===== src/rtl/rip_mem_access.sv =====
// RV32I load/store unit: one request at a time, lane steering for stores,
// extraction and sign/zero extension for loads, and misalignment/funct3 checks.
module rip_mem_access #(
    parameter int unsigned DATA_WIDTH = 32,
    parameter int unsigned ADDR_WIDTH = 32
) (
    input  logic                    clk,
    input  logic                    rstn,
    input  logic                    req_valid,
    output logic                    req_ready,
    input  logic                    req_we,
    input  logic [2:0]              req_funct3,
    input  logic [ADDR_WIDTH-1:0]   req_addr,
    input  logic [DATA_WIDTH-1:0]   req_wdata,
    output logic                    mem_we,
    output logic                    mem_re,
    output logic [ADDR_WIDTH-1:0]   mem_addr,
    output logic [DATA_WIDTH-1:0]   mem_din,
    output logic [DATA_WIDTH/8-1:0] mem_wstrb,
    input  logic [DATA_WIDTH-1:0]   mem_dout,
    input  logic                    mem_busy,
    output logic                    rsp_valid,
    output logic [DATA_WIDTH-1:0]   rsp_rdata,
    output logic                    rsp_err
);

    localparam int unsigned STRB_W = DATA_WIDTH / 8;
    localparam int unsigned HALF_W = DATA_WIDTH / 2;

    typedef enum logic [1:0] {IDLE, ISSUE, WAIT, RESP} state_t;

    state_t                  r_state, w_next;
    logic                    r_we;
    logic [2:0]              r_f3;
    logic [1:0]              r_lane;

    logic                    r_req_ready, w_req_ready;
    logic                    r_mem_we, w_mem_we;
    logic                    r_mem_re, w_mem_re;
    logic [ADDR_WIDTH-1:0]   r_mem_addr, w_mem_addr;
    logic [DATA_WIDTH-1:0]   r_mem_din, w_mem_din;
    logic [STRB_W-1:0]       r_mem_wstrb, w_mem_wstrb;
    logic                    r_rsp_valid, w_rsp_valid;
    logic [DATA_WIDTH-1:0]   r_rsp_rdata, w_rsp_rdata;
    logic                    r_rsp_err, w_rsp_err;

    logic                    w_legal_f3, w_misaligned, w_req_err;
    logic [DATA_WIDTH-1:0]   w_st_din;
    logic [STRB_W-1:0]       w_st_strb;
    logic [7:0]              w_ld_byte;
    logic [15:0]             w_ld_half;
    logic [DATA_WIDTH-1:0]   w_ld_data;

    // Request legality: funct3 must suit the direction and the address its width.
    always_comb begin
        w_legal_f3 = 1'b0;
        case (req_funct3)
            3'b000, 3'b001, 3'b010: w_legal_f3 = 1'b1;
            3'b100, 3'b101:         w_legal_f3 = !req_we;
            default:                w_legal_f3 = 1'b0;
        endcase
        w_misaligned = ((req_funct3[1:0] == 2'b01) && req_addr[0]) ||
                       ((req_funct3[1:0] == 2'b10) && (req_addr[1:0] != 2'b00));
        w_req_err    = !w_legal_f3 || w_misaligned;
    end

    // Store steering: replicate the datum across lanes, enable only the addressed bytes.
    always_comb begin
        w_st_din  = req_wdata;
        w_st_strb = '1;
        case (req_funct3[1:0])
            2'b00: begin
                w_st_din  = {STRB_W{req_wdata[7:0]}};
                w_st_strb = STRB_W'(1) << req_addr[1:0];
            end
            2'b01: begin
                w_st_din  = {2{req_wdata[HALF_W-1:0]}};
                w_st_strb = STRB_W'(3) << req_addr[1:0];
            end
            default: ;
        endcase
    end

    // Load extraction from the word returned by memory.
    always_comb begin
        w_ld_byte = 8'(mem_dout >> {r_lane, 3'b000});
        w_ld_half = 16'(mem_dout >> {r_lane[1], 4'b0000});
        case (r_f3)
            3'b000:  w_ld_data = {{(DATA_WIDTH-8){w_ld_byte[7]}}, w_ld_byte};
            3'b001:  w_ld_data = {{(DATA_WIDTH-16){w_ld_half[15]}}, w_ld_half};
            3'b100:  w_ld_data = DATA_WIDTH'(w_ld_byte);
            3'b101:  w_ld_data = DATA_WIDTH'(w_ld_half);
            default: w_ld_data = mem_dout;
        endcase
    end

    // Next state and next values of every registered output.
    always_comb begin
        w_next      = r_state;
        w_mem_we    = 1'b0;
        w_mem_re    = 1'b0;
        w_mem_addr  = '0;
        w_mem_din   = '0;
        w_mem_wstrb = '0;
        w_rsp_valid = 1'b0;
        w_rsp_rdata = '0;
        w_rsp_err   = 1'b0;
        case (r_state)
            IDLE: begin
                if (req_valid) begin
                    if (w_req_err) begin
                        w_next      = RESP;
                        w_rsp_valid = 1'b1;
                        w_rsp_err   = 1'b1;
                    end else begin
                        w_next      = ISSUE;
                        w_mem_we    = req_we;
                        w_mem_re    = !req_we;
                        w_mem_addr  = {req_addr[ADDR_WIDTH-1:2], 2'b00};
                        w_mem_din   = req_we ? w_st_din : '0;
                        w_mem_wstrb = req_we ? w_st_strb : '0;
                    end
                end
            end
            ISSUE: begin
                if (mem_busy) begin
                    w_mem_we    = r_mem_we;
                    w_mem_re    = r_mem_re;
                    w_mem_addr  = r_mem_addr;
                    w_mem_din   = r_mem_din;
                    w_mem_wstrb = r_mem_wstrb;
                end else if (r_we) begin
                    w_next      = RESP;
                    w_rsp_valid = 1'b1;
                end else begin
                    w_next      = WAIT;
                end
            end
            WAIT: begin
                if (!mem_busy) begin
                    w_next      = RESP;
                    w_rsp_valid = 1'b1;
                    w_rsp_rdata = w_ld_data;
                end
            end
            RESP:    w_next = IDLE;
            default: w_next = IDLE;
        endcase
        w_req_ready = (w_next == IDLE);
    end

    always_ff @(posedge clk) begin
        if (!rstn) begin
            r_state     <= IDLE;
            r_we        <= 1'b0;
            r_f3        <= '0;
            r_lane      <= '0;
            r_req_ready <= 1'b1;
            r_mem_we    <= 1'b0;
            r_mem_re    <= 1'b0;
            r_mem_addr  <= '0;
            r_mem_din   <= '0;
            r_mem_wstrb <= '0;
            r_rsp_valid <= 1'b0;
            r_rsp_rdata <= '0;
            r_rsp_err   <= 1'b0;
        end else begin
            r_state     <= w_next;
            r_req_ready <= w_req_ready;
            r_mem_we    <= w_mem_we;
            r_mem_re    <= w_mem_re;
            r_mem_addr  <= w_mem_addr;
            r_mem_din   <= w_mem_din;
            r_mem_wstrb <= w_mem_wstrb;
            r_rsp_valid <= w_rsp_valid;
            r_rsp_rdata <= w_rsp_rdata;
            r_rsp_err   <= w_rsp_err;
            if (r_state == IDLE && req_valid) begin
                r_we   <= req_we;
                r_f3   <= req_funct3;
                r_lane <= req_addr[1:0];
            end
        end
    end

    assign req_ready = r_req_ready;
    assign mem_we    = r_mem_we;
    assign mem_re    = r_mem_re;
    assign mem_addr  = r_mem_addr;
    assign mem_din   = r_mem_din;
    assign mem_wstrb = r_mem_wstrb;
    assign rsp_valid = r_rsp_valid;
    assign rsp_rdata = r_rsp_rdata;
    assign rsp_err   = r_rsp_err;

endmodule


===== config.mk =====
export PLATFORM = sky130hd
export DESIGN_NAME = rip_mem_access
export DESIGN_NICKNAME = d
export VERILOG_FILES = /design/src/rtl/rip_mem_access.sv
export SDC_FILE = /design/constraint.sdc
export NUM_CORES = 1
export LEC_CHECK = 0
export CAP_MARGIN = 20
export CORE_ASPECT_RATIO = 0.5
export CORE_UTILIZATION = 44
export CTS_CLUSTER_DIAMETER = 120
export DETAILED_ROUTE_END_ITERATION = 8
export PLACE_DENSITY = 0.88
export SYNTH_ARGS = -nofsm -noshare
export SYNTH_HDL_FRONTEND = slang
export SYNTH_SLANG_ARGS = --single-unit

===== constraint.sdc =====
create_clock -name clk -period 4.1 [get_ports clk]
set_input_delay 0.82 -clock clk [delete_from_list [all_inputs] [get_ports clk]]
set_output_delay 0.82 -clock clk [all_outputs]
set_load 0.02 [all_outputs]

==> results of run 1 <==
[layout by cell type, fill, tap and decap left out, types with 2 or more instances in the layout]
| master | Yosys | final |
|---|---|---|
| a21oi_1 | 52 | 52 |
| a22o_1 | 47 | 47 |
| a22oi_1 | 7 | 7 |
| a31oi_1 | 7 | 7 |
| and2_1 | 2 | 2 |
| and3_1 | 2 | 2 |
| buf_4 | 3 | 7 |
| clkbuf_16 | 0 | 9 |
| clkdlybuf4s50_1 | 0 | 206 |
| clkinv_4 | 0 | 2 |
| conb_1 | 1 | 2 |
| dfxtp_1 | 111 | 111 |
| inv_1 | 5 | 5 |
| mux2i_1 | 25 | 25 |
| nand2_1 | 74 | 74 |
| nand2b_1 | 2 | 2 |
| nand3b_1 | 2 | 2 |
| nor2_1 | 22 | 21 |
| nor2b_1 | 2 | 2 |
| nor3_1 | 7 | 7 |
| o21ai_0 | 11 | 11 |
| o21ai_1 | 20 | 20 |
| o221a_2 | 7 | 7 |
[worst max-delay path by stage]
stage,start,end,slack (ns)
after CTS,req_funct3[1],mem_din[12],1.51
after global routing,req_funct3[1],mem_wstrb[1],1.37
after global placement,req_addr[1],mem_din[0],1.20
final,req_addr[1],mem_din[5],1.49
after floorplan,req_addr[1],mem_din[14],1.90
after detailed placement,req_addr[1],mem_din[13],1.16
[report_power, final]
part / internal, uW / switching (uW)
sequential: 1110 / 25.2
clock: 494 / 403
combinational: 196 / 189
total: 1800 / 618
[cells in the mapped netlist (3+ instances only)]
library cell	instances
dfxtp_1	111
nand2_1	74
a21oi_1	52
a22o_1	47
clkbuf_1	27
mux2i_1	25
nor2_1	22
o21ai_1	20
o21ai_0	11
a22oi_1	7
a31oi_1	7
buf_2	7
nor3_1	7
o221a_2	7
inv_1	5
buf_4	3
[sequential cells by signal, summed over array words and instances, names as in the netlist, 2 cells and up]
register,flops
r_f3,3
mem_addr,30
r_state,2
mem_wstrb,4
rsp_rdata,32
mem_din,32
r_lane,2
[final cells by class]
class                           count  area, sq um  area share
Multi-Input combinational cell    308         1890       0.281
Timing Repair Buffer              213         2110       0.314
Inverter                            6         22.5     0.00335
Clock buffer                       10          239      0.0355
Clock inverter                      6         68.8      0.0102
Tap cell                          135          169      0.0251
Sequential cell                   111         2220       0.330
[metal layers]
layer	vias to the layer above	GRT usage
met1	1998	0.316
li1	2039	-
met3	23	0.0622
met5	-	0
met4	0	0.0824
met2	163	0.413
[cell families after synthesis]
group	Yosys count	synth area share
other	1	0.000875
buffers and inverters	44	0.0432
AO/OA/AOI/OAI	161	0.256
AND/OR/NAND/NOR	120	0.123
flip-flops	111	0.519
multiplexers	25	0.0584
[stage by stage]
stage	utilization	worst slack, ns
3_3_place_gp	0.679	1.20
5_1_grt	0.712	1.37
3_5_place_dp	0.679	1.16
4_1_cts	0.712	1.51
6_report	0.712	1.49
2_1_floorplan	-	1.90
[critical path, cell delays in order]
cell and delay (ns):
clkdlybuf4s50_1 0.51, or4_4 0.60, a211oi_4 0.32, and3_1 0.45, a22o_1 0.19
==> results_dict.tcl, run 1 <==
set metrics [dict create \
    io_buffers 206 \
    dr.pass1.iters 5 \
    met1_length_um 5400 \
    placed_cells 773 \
    syn2layout_area_growth_pct 56.9 \
    die_w_um 142 \
    finalMaxSlewViolations 0 \
    num_io_pins 209 \
    ctsHoldBuffers 0 \
    timing.hold.ws_ns 0.451 \
    ys_types 41 \
    ant_nets 0 \
    fmax_ghz 0.383 \
    required_ns 4.39 \
    finalHoldViolCount 0 \
    dr_wl_met3_um 847 \
    leakage_uw 0.00251 \
    stdcell_count 789 \
    wl_per_cell_um 16.1 \
    syn_area_sq_mm 0.00429 \
    drive_above_1_share 0.0550 \
    drv_cap 0 \
    die-area_sq_mm 0.0102 \
    dpl_cell_area_sq_mm 0.00642 \
    power_uw 2420 \
    ys_async_sr_fraction 0 \
    synth-edff-count 0 \
    setup_violations 0 \
    ys_seq_elements 111 \
    p_per_area_mw_per_mm2 359 \
    diodes 0 \
    period_share 0.637 \
    grt_pass1_vias 3813 \
    holdCritPathClass "register to register" \
    synth-seq-area-share 0.519 \
    cts_tree "built" \
    cts_resized 0 \
    rows 25 \
    place_hpwl_um 8930 \
    clk_pin_slew_ns 0.07 \
    yosys.area.top_type "dfxtp_1" \
    finalCriticalPeriod_ns 2.61 \
    clock_path_buffers 2 \
    rsz0062_at_grt "false" \
    die_h_um 71.8 \
    crit_arrival_ns 2.90 \
    synthTopCellsByArea "dfxtp_1 52%, a22o_1 9.6%, nand2_1 6.5%" \
    drt-total-wl_um 12700 \
    htreeDepth 3 \
    crit_type "input pin to register" \
    yosys_warnings 0 \
    grt_pass1_wl_um 19600 \
    synth_top_area_frac 0.519 \
    gr-total-overflow 0 \
    dr_wl_met2_um 6170 \
    core_area_sq_mm 0.00945 \
    antenna_found_initial 0 \
    place.gp.congestion 0.834 \
    routed_via_density 5.35 \
    cts_sinks 111 \
    tns_ns 0 \
    timing.rr.end "rsp_rdata[23]" \
    holdPathEnd "mem_din[27]" \
    vias 4223 \
    grt_max_degree 69 \
    hold_start "mem_din[27]" \
    drc 0 \
    top_layer "met4" \
    postCtsSetupBuffers 0 \
    drt_iter0_markers 297 \
    insertion_delay_ns 0.35 \
    critPathMaxFanout 9 \
    grtUsageTotal 0.247 \
    timing.reg2reg.setup_slack_ns 1.71 \
    start_kind "input pin" \
    status "complete, no violations" \
    ff2ff_path_depth 5 \
    irDropWorstVdd_mv 0.198 \
    synth_area_per_cell_sq_um 9.28 \
    tightest_slew_ns 0.921 \
    end_kind "register" \
    worstReg2RegStart "r_lane[1]" \
    fillers 702 \
    final_nets 753 \
    hold_depth 2 \
    cts-root-buf "clkbuf_16" \
    start_util 0.454 \
    slew_headroom 0.385 \
    final_area_sq_mm 0.00673 \
    finClkSkew_ns 0.00454 \
    numCtsBuffers 9 \
    ys.flop_type "dfxtp_1" \
    synthCells 462 \
]
Note: power is estimated with default switching activity, not from simulation.
==> inputs of run 2 (changes only) <==
--- a/config.mk
+++ b/config.mk
@@ -7,10 +7,10 @@
 export LEC_CHECK = 0
 export CAP_MARGIN = 20
 export CORE_ASPECT_RATIO = 0.5
-export CORE_UTILIZATION = 44
+export CORE_UTILIZATION = 40
 export CTS_CLUSTER_DIAMETER = 120
 export DETAILED_ROUTE_END_ITERATION = 8
-export PLACE_DENSITY = 0.88
+export PLACE_DENSITY = 0.81
 export SYNTH_ARGS = -nofsm -noshare
 export SYNTH_HDL_FRONTEND = slang
 export SYNTH_SLANG_ARGS = --single-unit
==> constraint.sdc (replaced) <==
create_clock -name clk -period 2.7 [get_ports clk]
set_input_delay 0.54 -clock clk [delete_from_list [all_inputs] [get_ports clk]]
set_output_delay 0.54 -clock clk [all_outputs]
set_load 0.02 [all_outputs]
==> run 2 against run 1 <==
Net effect: critical endpoint is now mem_din[12]; final cell count is 1.3% higher; sequential power is 52% higher; critical path type unchanged; first-iteration DRC count is 37% lower; global-route usage is 1.6 points lower; sequential share of layout area is 0.23 points lower; register-to-register slack worse by 0.94 ns; clock power is 47% higher; highest routed layer unchanged; clock skew hardly changed; cell area is 0.69% higher; utilization is 5.5 points lower; hold slack worse by 0.0072 ns; power is 51% higher.
==> results_dict.tcl, run 2 (synthesis results as in run 1) <==
set metrics [dict create \
    critPathMaxFanout 28 \
    drt_iter0_markers 187 \
    status "complete, no violations" \
    required_ns 2.96 \
    p_per_area_mw_per_mm2 537 \
    rsz0062_at_grt "false" \
    drive_above_1_share 0.0592 \
    crit_arrival_ns 2.51 \
    num_io_pins 209 \
    cts_tree "built" \
    period_share 0.834 \
    finalHoldViolCount 0 \
    final_nets 759 \
    leakage_uw 0.00253 \
    dp_slack_ns 0.128 \
    setup_ws_ns 0.449 \
    regArea_sq_mm 0.00222 \
    clock_path_buffers 2 \
    syn2layout_area_growth_pct 58.0 \
    finalMaxSlewViolations 0 \
    mostFrequentLayoutCell "clkdlybuf4s50_1" \
    gr-total-overflow 0 \
    irDropWorstVdd_mv 0.336 \
    fillers 856 \
    grt_pass1_vias 3932 \
    start_kind "input pin" \
    drv_cap 0 \
    cts_sinks 111 \
    fmax_ghz 0.444 \
    grt_max_degree 69 \
    wl_per_cell_um 16.1 \
    holdCritPathClass "register to register" \
    antenna_found_initial 0 \
    insertion_delay_ns 0.35 \
    end_kind "register" \
    timing.hold.ws_ns 0.444 \
    final_area_sq_mm 0.00677 \
    ctsHoldBuffers 0 \
    ant_nets 0 \
    final_cell_mix "206 x clkdlybuf4s50_1, 111 x dfxtp_1, 74 x nand2_1, 52 x a21oi_1, 47 x a22o_1" \
    max_stage_delay_ns 0.56 \
    slew_headroom 0.388 \
    multi_input_area_sq_mm 0.00189 \
    cts-root-buf "clkbuf_16" \
    tightest_slew_ns 0.915 \
    drc 0 \
    die_w_um 148 \
    crit_slowest_cell "or4_4" \
    dr.pass1.iters 5 \
    numCtsBuffers 9 \
    start_util 0.416 \
    tns_ns 0 \
    grt_pass1_wl_um 20000 \
    grtUsageTotal 0.231 \
    die-area_sq_mm 0.0112 \
    place_hpwl_um 9260 \
    io_buffers 206 \
    vias 4168 \
    finClkSkew_ns 0.00440 \
    cts_resized 0 \
    rows 26 \
    clk_pin_slew_ns 0.07 \
    routed_via_density 5.22 \
    finalCriticalPeriod_ns 2.25 \
    setup_violations 0 \
    diodes 0 \
    place.gp.congestion 0.818 \
    die_h_um 75.2 \
    crit_type "input pin to register" \
    htreeDepth 3 \
    dpl_cell_area_sq_mm 0.00647 \
    core_area_sq_mm 0.0103 \
    drt-total-wl_um 12900 \
    path_cells "clkdlybuf4s50_1 -> or4_4 -> a211oi_4 -> nand3_4 -> o21ai_0" \
    postCtsSetupBuffers 0 \
]
[run 2: cell count changes in the layout (fill, tap and decap cells not counted), sizes merged]
cell      previous run  this run
buf                  7        13
clkbuf              10        12
clkinv               3         2
clkinvlp             1         0
inv                  7         6
[run 2: layer usage]
layer | up-vias | global-route usage | routed length, um | part of all wire
li1 | 2038 | - | - | -
met1 | 1979 | 0.282 | 5560 | 0.43
met2 | 129 | 0.406 | 6410 | 0.50
met3 | 22 | 0.0552 | 685 | 0.053
met4 | 0 | 0.0836 | 230 | 0.018
met5 | - | 0 | 0 | 0
[run 2: layout make-up]
class,count,area share
Clock buffer,12,0.0364
Inverter,6,0.00333
Sequential cell,111,0.328
Clock inverter,3,0.00647
Multi-Input combinational cell,308,0.279
Timing Repair Buffer,219,0.321
Tap cell,140,0.0259
[run 2: report_power, final]
group	switching [uW]	leakage (uW)	internal, uW
clock network	578	0.000143	741
logic	295	0.00149	305
registers	35.6	0.000898	1680
total	908	0.00253	2730
[run 2: critical path, delay by kind of cell]
family	cells	cell delay [ns]
simple gates	2	0.89
compound gates	2	0.63
buf+inv	1	0.45
[run 2: worst paths after layout]
check / start / slack [ns] / to / cells past startpoint
max: req_funct3[2] / 0.45 / mem_din[12] / 5
min: mem_din[30] / 0.44 / mem_din[30] / 2
max reg2reg: r_state[0] / 0.77 / mem_din[12] / 4
min reg2reg: mem_din[30] / 0.44 / mem_din[30] / 2
[run 2: per-stage QoR]
step	total power [uW]	utilization	std cells
final	3640	0.657	799
after global routing	3780	0.657	799
after CTS	3650	0.656	798
after detailed placement	2340	0.628	783
after global placement	2330	0.628	783
after floorplan	2040	-	463
==> inputs of run 3 (changes only) <==
--- a/config.mk
+++ b/config.mk
@@ -7,10 +7,10 @@
 export LEC_CHECK = 0
 export CAP_MARGIN = 20
 export CORE_ASPECT_RATIO = 0.5
-export CORE_UTILIZATION = 40
+export CORE_UTILIZATION = 37
 export CTS_CLUSTER_DIAMETER = 120
 export DETAILED_ROUTE_END_ITERATION = 8
-export PLACE_DENSITY = 0.81
+export PLACE_DENSITY = 0.79
 export SYNTH_ARGS = -nofsm -noshare
 export SYNTH_HDL_FRONTEND = slang
 export SYNTH_SLANG_ARGS = --single-unit
==> constraint.sdc (replaced) <==
create_clock -name clk -period 1.9 [get_ports clk]
set_input_delay 0.38 -clock clk [delete_from_list [all_inputs] [get_ports clk]]
set_output_delay 0.38 -clock clk [all_outputs]
set_load 0.02 [all_outputs]
==> run 3 against run 2 <==
Net effect: first-iteration DRC count up 74%; final cell count rose by 4.6%; via count is 4.2% higher; clock power is 51% higher; wire length rose by 6.8%; largest power group unchanged.
==> results_dict.tcl, run 3 (synthesis results as in run 1) <==
set metrics [dict create \
    rsz0062_at_grt "false" \
    gr-total-overflow 0 \
    crit_slowest_cell "clkdlybuf4s50_1" \
    stdcell_count 836 \
    mostFrequentLayoutCell "clkdlybuf4s50_1" \
    grtUsageTotal 0.209 \
    rows 27 \
    irDropWorstVdd_mv 0.426 \
    clock_path_buffers 2 \
    holdCritPathClass "input pin to register" \
    diodes 0 \
    timing.hold.ws_ns 0.384 \
    finalMaxSlewViolations 0 \
    antenna_found_initial 0 \
    wl_per_cell_um 16.5 \
    core_area_sq_mm 0.0111 \
    drt_iter0_markers 325 \
    die_h_um 78.1 \
    syn2layout_area_growth_pct 68.3 \
    routed_via_density 5.20 \
    numCtsBuffers 9 \
    leakage_uw 0.00280 \
    end_kind "register" \
    power_uw 5360 \
    final_nets 790 \
    tightest_slew_ns 0.905 \
    p_per_area_mw_per_mm2 744 \
    grt_pass1_wl_um 20200 \
    drc 0 \
    switching_share 0.251 \
    start_kind "input pin" \
    setup_violations 0 \
    combinationalPowerShare 0.176 \
    place_hpwl_um 9660 \
    cts-root-buf "clkbuf_16" \
    finClkSkew_ns 0.0108 \
    drt-total-wl_um 13800 \
    ant_nets 0 \
    critPathBufInv 3 \
    timing.critical_path.max_delay_family "buffers and inverters" \
    fmax_ghz 0.538 \
    num_io_pins 209 \
    p_int_uw 4020 \
    path_cells "clkdlybuf4s50_1 -> or3b_1 -> a211oi_4 -> buf_6 -> nand3_4 -> clkbuf_16 -> o21ai_2" \
    drive_above_1_share 0.119 \
    htreeDepth 3 \
    placed_cells 811 \
    cts_tree "built" \
    crit_type "input pin to register" \
    die-area_sq_mm 0.0120 \
    vias 4345 \
    clk_pin_slew_ns 0.07 \
    seqPwrFrac 0.453 \
    p_sw_uw 1350 \
    grt_max_degree 35 \
    io_buffers 206 \
    insertion_delay_ns 0.34 \
    cts_sinks 111 \
    finalCriticalPeriod_ns 1.86 \
    crit_arrival_ns 2.13 \
    drv_cap 0 \
    ctsHoldBuffers 0 \
    required_ns 2.17 \
    start_util 0.384 \
    max_stage_delay_ns 0.47 \
    slew_headroom 0.395 \
    dr.pass1.iters 4 \
    place.gp.congestion 0.877 \
    setup_ws_ns 0.0401 \
    die_w_um 154 \
    period_share 0.979 \
    grt_pass1_vias 3958 \
    finalHoldViolCount 0 \
    pwr-share-clk 0.370 \
    final_cell_mix "202 x clkdlybuf4s50_1, 111 x dfxtp_1, 74 x nand2_1, 52 x a21oi_1, 47 x a22o_1" \
    status "complete, no violations" \
    critPathMaxFanout 6 \
    dp_slack_ns -0.426 \
]
run 3: worst register-to-register path, stage by stage (launching register included):
cell,delay (ns)
dfxtp_1,0.37
or3b_1,0.44
a211oi_4,0.19
buf_6,0.16
nand3_4,0.17
clkbuf_16,0.22
o21ai_2,0.13
run 3: cell type report:
class / instances / area (sq um)
clock buffer: 12 / 267
clock inverter: 4 / 51.3
fill: 905 / 3940
inverter: 6 / 22.5
multi-input combinational: 309 / 1930
sequential: 111 / 2220
tap: 145 / 181
timing repair buffer: 249 / 2540
run 3: stage by stage:
step	TNS, ns	cell area [sq um]	util
3_5_place_dp	-25.96	6700	0.601
2_1_floorplan	0	4290	-
6_report	0	7210	0.647
4_1_cts	-0.0187	7020	0.629
5_1_grt	0	7210	0.647
3_3_place_gp	-23.08	6700	0.601
run 3: worst paths after layout:
check | start | endpoint | slack, ns | cells past startpoint
hold / removal | req_funct3[0] | r_f3[0] | 0.38 | 3
setup / recovery | req_valid | mem_wstrb[2] | 0.04 | 7
setup reg to reg | r_state[1] | mem_wstrb[2] | 0.16 | 6
hold reg to reg | mem_din[9] | mem_din[9] | 0.45 | 2
run 3: power by group through the flow:
stage	registers, uW	logic, uW	clock network (uW)
CTS	2430	909	2010
detailed placement	2490	904	0
global route	2440	1010	2100
floorplan	2540	356	0
global placement	2480	891	0
finish	2430	946	1990
run 3: repair_timing:
| action | CTS | global route |
|---|---|---|
| setup buffers | 0 | 2 |
| resized for setup | 8 | 18 |
| cloned | 0 | 8 |
| setup endpoints to repair | 48 | 66 |
| pin swaps | 4 | 4 |
run 3: routing by layer:
| layer | track usage | vias up | wire length (um) |
|---|---|---|---|
| met5 | 0 | - | 0 |
| met3 | 0.0420 | 26 | 662 |
| li1 | - | 2109 | - |
| met1 | 0.261 | 2056 | 6250 |
| met2 | 0.361 | 154 | 6560 |
| met4 | 0.0740 | 0 | 290 |
